## src/rtl/pattern_round.sv

```systemverilog
// One memory-game round: generate an LFSR pattern, play it on the LEDs,
// then score the player's button presses against it.
module pattern_round #(
  parameter int          SHOW_CYCLES    = 50_000_000,
  parameter int          GAP_CYCLES     = 25_000_000,
  parameter int          TIMEOUT_CYCLES = 250_000_000,
  parameter logic [15:0] LFSR_SEED      = 16'hACE1
) (
  input  logic       clk,
  input  logic       rst,
  input  logic       start,
  input  logic [2:0] level,
  input  logic [7:0] botton,
  output logic [7:0] led,
  output logic       busy,
  output logic       round_done,
  output logic [3:0] hit_count,
  output logic       round_pass
);

  localparam int TMAX0 = (SHOW_CYCLES > GAP_CYCLES) ? SHOW_CYCLES : GAP_CYCLES;
  localparam int TMAX  = (TMAX0 > TIMEOUT_CYCLES) ? TMAX0 : TIMEOUT_CYCLES;
  localparam int TW    = $clog2(TMAX + 1);

  typedef enum logic [2:0] {
    IDLE, GEN, SHOW_ON, SHOW_OFF, INPUT, DONE
  } state_e;

  state_e        state_q, state_d;
  logic [15:0]   lfsr_q;
  logic [7:0]    prev_q;
  logic [3:0]    len_q, len_d;
  logic [2:0]    idx_q, idx_d;
  logic [3:0]    hit_q, hit_d;
  logic          pass_q, pass_d;
  logic [TW-1:0] tmr_q, tmr_d;
  logic [2:0]    pat_q [8];

  logic [7:0] edge_w;
  logic [7:0] tgt;
  logic       last;
  logic       lvl_ok;
  logic [3:0] lvl_len;

  assign edge_w = botton & ~prev_q;
  assign tgt    = 8'b1 << pat_q[idx_q];
  assign last   = ({1'b0, idx_q} == len_q - 4'd1);

  always_comb begin
    lvl_ok  = 1'b1;
    lvl_len = 4'd4;
    unique case (level)
      3'b001:  lvl_len = 4'd4;
      3'b010:  lvl_len = 4'd6;
      3'b100:  lvl_len = 4'd8;
      default: lvl_ok  = 1'b0;
    endcase
  end

  // Free-running Fibonacci LFSR, taps 16,14,13,11 (right-shift form)
  always_ff @(posedge clk or negedge rst) begin
    if (!rst) begin
      lfsr_q <= LFSR_SEED;
      prev_q <= '0;
    end else begin
      lfsr_q <= {lfsr_q[0] ^ lfsr_q[2] ^ lfsr_q[3] ^ lfsr_q[5],
                 lfsr_q[15:1]};
      prev_q <= botton;
    end
  end

  always_ff @(posedge clk) begin
    if (state_q == GEN) pat_q[idx_q] <= lfsr_q[2:0];
  end

  always_ff @(posedge clk or negedge rst) begin
    if (!rst) begin
      state_q <= IDLE;
      len_q   <= 4'd4;
      idx_q   <= '0;
      hit_q   <= '0;
      pass_q  <= 1'b0;
      tmr_q   <= '0;
    end else begin
      state_q <= state_d;
      len_q   <= len_d;
      idx_q   <= idx_d;
      hit_q   <= hit_d;
      pass_q  <= pass_d;
      tmr_q   <= tmr_d;
    end
  end

  always_comb begin
    state_d = state_q;
    len_d   = len_q;
    idx_d   = idx_q;
    hit_d   = hit_q;
    pass_d  = pass_q;
    tmr_d   = tmr_q;
    unique case (state_q)
      IDLE: begin
        if (start && lvl_ok) begin
          len_d   = lvl_len;
          idx_d   = '0;
          hit_d   = '0;
          pass_d  = 1'b0;
          state_d = GEN;
        end
      end
      GEN: begin
        idx_d = idx_q + 3'd1;
        if (last) begin
          idx_d   = '0;
          tmr_d   = '0;
          state_d = SHOW_ON;
        end
      end
      SHOW_ON: begin
        if (tmr_q == TW'(SHOW_CYCLES - 1)) begin
          tmr_d   = '0;
          state_d = SHOW_OFF;
        end else begin
          tmr_d = tmr_q + 1'b1;
        end
      end
      SHOW_OFF: begin
        if (tmr_q == TW'(GAP_CYCLES - 1)) begin
          tmr_d = '0;
          if (last) begin
            idx_d   = '0;
            state_d = INPUT;
          end else begin
            idx_d   = idx_q + 3'd1;
            state_d = SHOW_ON;
          end
        end else begin
          tmr_d = tmr_q + 1'b1;
        end
      end
      INPUT: begin
        if (edge_w != '0) begin
          // a multi-button press can never equal the one-hot target
          if (edge_w == tgt) hit_d = hit_q + 4'd1;
          tmr_d = '0;
          if (last) state_d = DONE;
          else      idx_d   = idx_q + 3'd1;
        end else if (tmr_q == TW'(TIMEOUT_CYCLES - 1)) begin
          state_d = DONE;
        end else begin
          tmr_d = tmr_q + 1'b1;
        end
      end
      DONE: begin
        pass_d  = (hit_q == len_q);
        state_d = IDLE;
      end
      default: state_d = IDLE;
    endcase
  end

  always_comb begin
    led        = '0;
    busy       = (state_q != IDLE);
    round_done = (state_q == DONE);
    unique case (state_q)
      SHOW_ON: led = tgt;
      INPUT:   led = botton;
      default: led = '0;
    endcase
  end

  assign hit_count  = hit_q;
  assign round_pass = (state_q == DONE) ? (hit_q == len_q) : pass_q;

endmodule

```

## config.mk

```make
export PLATFORM = sky130hd
export DESIGN_NAME = pattern_round
export DESIGN_NICKNAME = d
export VERILOG_FILES = /design/src/rtl/pattern_round.sv
export SDC_FILE = /design/constraint.sdc
export NUM_CORES = 1
export LEC_CHECK = 0
export CAP_MARGIN = 15
export CORE_MARGIN = 2
export CORE_UTILIZATION = 45
export CTS_CLUSTER_DIAMETER = 30
export CTS_CLUSTER_SIZE = 40
export DETAILED_ROUTE_END_ITERATION = 8
export GPL_TIMING_DRIVEN = 0
export SLEW_MARGIN = 20
export SYNTH_ARGS = -nofsm -noshare
export SYNTH_HDL_FRONTEND = slang
export SYNTH_SLANG_ARGS = --single-unit
```

## constraint.sdc

```tcl
create_clock -name clk -period 4.6 [get_ports clk]
set_input_delay 1.15 -clock clk [delete_from_list [all_inputs] [get_ports clk]]
set_output_delay 1.15 -clock clk [all_outputs]
set_load 0.05 [all_outputs]
```

==> reports/qor.csv <==
metric,value,unit
Final Instance Count excl. Fillers,629,
reg2reg setup slack,1.35,ns
Netlist Area Pre-Place,0.00462,mm2
Synth cell types,60,
vias per cell,5.80,
final hold violation count,0,
Fin Hold WS,0.356,ns
Setup WS pre-CTS,0.448,ns
drt total wl,10.8,mm
Worst Skew,0.0178,ns
vias in the first global route,3473,
Clock Latency Late Sink,0.36,ns
row count,36,
HPWL after DPL,7.67,mm
Syn Nets,469,
Worst Tran Pin Value,0.743,ns
LEAKAGE,2.03,nW
most frequent cells in the layout,"dfrtp_1 (57), nor2_1 (48), o21ai_0 (42)",
Synth warnings,0,
sw frac,0.295,
cell area after layout,0.00529,mm2
GP Congestion,0.913,
Hold EP,lfsr_q[8],
Root Buffer,clkbuf_8,
pwr/cell area,319,mW/mm2
# IOs,29,
Starting Density,0.468,
Worst IR Drop VDD,0.190,mV
Routed Antenna Nets,0,
share of post-route cells with drive strength above 1,0.0948,
Max clock buf depth,2,
pin count of the biggest net entering global routing,38,
P_sw,0.499,mW
Die Ht,105,um
Pins Over Slew Limit,0,
Core Region,0.00986,mm2
Clock transition at path regs,0.09,ns
Synth Area per Inst,10.2,um2
Die ar.,0.0111,mm2
grt ovf,0,
clock network fraction of total power,0.324,
dominant cells by area after synthesis,"dfrtp_1 (31%), edfxtp_1 (16%), dfstp_2 (5.1%), o21ai_0 (4.5%), nor2_1 (3.9%)",
drt pass-1 iters,4,
total number of vias,3646,
"FF+latch count, synth",90,
Pint,1.19,mW
Main synth FF type,dfrtp_1,
IO Port Bufs,28,
required time worst endpoint,3.45,ns
final setup margin,0.247,ns
Tmin final,4.35,ns
Worst Hold Path Cells,0,
crit start category,flip-flop,
headroom to the max-slew limit,0.503,
sequential share of power,0.545,
Finish-stage setup viols,0,
post-synthesis sequential area ratio,0.516,
# DRC,0,
leading area contributor after synthesis,dfrtp_1,
status,"finished, final reports clean",
wire length per cell,17.1,um
Power Total,1.69,mW
Max-Cap Viols,0,
Cells after Synth,451,
Num CTS Buffers,9,
CP Max Fanout,10,
Max Fclk,230,MHz
1st-iter DRT viols,224,
final layout net count,509,
worst hold start,lfsr_q[9],
gr usage total,0.203,
number of synthesized flops with an enable pin,24,
n_diodes,0,
Die W,105,um
dpl cells,613,
P&R area growth vs syn,14.5,%
Post-synth ARST share,0.733,
"most common cell after layout, fill and taps aside",dfrtp_1,
combinational power share,0.131,
RSZ-0062 raised after global routing,false,
r2r endpoint,tmr_q[5],
antenna violations before repair,0,
Hold Crit Class,flip-flop to flip-flop,
TritonCTS clock tree,yes,
Post-DP Area,0.00508,mm2
Worst EP arrival,3.20,ns
first-pass GRT wire length,17.9,mm
CTS H-tree depth,3,
period utilization,0.946,
Synth top area share,0.309,
clock sink total,90,
launch point of the worst reg-to-reg path,tmr_q[0],
R2R depth,9,
CP endpoint kind,output pin,
CP Class,flip-flop to output pin,
-- critical path, cell delays in order (launching register included) --
cell and delay [ns]:
dfrtp_1 0.38, buf_4 0.18, buf_6 0.17, mux2i_1 0.20
o22ai_1 0.19, nor3_4 0.38, inv_1 0.13, nor2_1 0.16
a32oi_1 0.13, nor2_1 0.13, clkdlybuf4s50_1 0.81
-- power by group through the flow --
| stage | Clock (mW) | Sequential [mW] | Combinational (mW) |
|---|---|---|---|
| after floorplan | 0 | 0.922 | 0.152 |
| after global placement | 0 | 0.933 | 0.217 |
| after detailed placement | 0 | 0.935 | 0.223 |
| after CTS | 0.562 | 0.919 | 0.224 |
| after global routing | 0.595 | 0.930 | 0.254 |
| final | 0.547 | 0.920 | 0.222 |
-- area by class of cell --
class	instances	area (um2)
clock inverters	6	51.3
clock buffers	10	149
multi-input cells	333	2110
well taps	133	166
repair buffers	29	303
inverters	10	37.5
plain buffers	18	90.1
flip-flops and latches	90	2380
fillers	891	4570
-- cell families (layout without fill, tap and decap cells) --
logic type | Yosys count | in the layout | share of synthesized area
AOI/OAI and AO/OA | 112 | 112 | 0.158
xor gates and xnor gates | 11 | 11 | 0.0209
adders and majority gates | 4 | 4 | 0.0108
buffers and inverters | 28 | 73 | 0.0276
DFF | 90 | 90 | 0.516
muxes | 15 | 15 | 0.0439
and+or+nand+nor | 191 | 191 | 0.223
-- flip-flops by register name (all words and copies together), names as in the netlist --
name,flops
pass_q,1
state_q,3
pat_q,24
hit_count,4
idx_q,3
prev_q,8
lfsr_q,16
len_q,3
tmr_q,28
-- per-stage QoR --
| stage | util | setup TNS, ns |
|---|---|---|
| 6_report | 0.536 | 0 |
| 4_1_cts | 0.536 | 0 |
| 5_1_grt | 0.536 | 0 |
| 2_1_floorplan | - | 0 |
| 3_3_place_gp | 0.514 | -0.198 |
| 3_5_place_dp | 0.515 | 0 |
-- worst max path at each step --
| stage | start | end | slack, ns |
|---|---|---|---|
| global placement | rst | lfsr_q[14] | -0.008 |
| CTS | idx_q[1] | led[1] | 0.14 |
| finish | idx_q[1] | led[2] | 0.25 |
| floorplan | state_q[0] | round_pass | 0.86 |
| global route | idx_q[0] | led[3] | 0.08 |
| detailed placement | botton[7] | tmr_q[27] | 0.45 |
-- layer usage --
metal  vias up  GRT usage  part of all wire
met5         -          0                 0
met4         0     0.0714             0.013
met3        11     0.0260             0.041
met2        88      0.318              0.46
met1      1785      0.290              0.48
li1       1762          -                 -
-- Yosys cell counts (2+ instances only) --
master     number
dfrtp_1        57
nor2_1         48
o21ai_0        42
nand2_1        32
edfxtp_1       24
nand3_1        18
o31ai_1        18
nor2b_1        16
nand2b_1       15
nor3_1         13
a21oi_1        12
nand4_1        12
inv_1          10
dfstp_2         9
clkbuf_1        8
xnor2_1         8
a31oi_1         7
a32oi_1         7
and3_1          6
buf_2           6
mux2_2          6
mux2i_1         6
o41ai_1         6
and2_1          5
and4_1          5
ha_1            4
a21o_1          3
nor4_1          3
nor4b_1         3
xor2_1          3
a22o_1          2
buf_4           2
mux4_1          2
nand3b_1        2
nor3b_1         2
nor4bb_1        2
o21a_1          2
o2bb2ai_1       2
or3_1           2
-- repair_timing --
action | CTS | global route
setup buffers | 0 | 0
resized for setup | 0 | 2
endpoints found under the setup margin | 0 | 2
hold buffers | 0 | 0
Note: power is estimated with default switching activity, not from simulation.
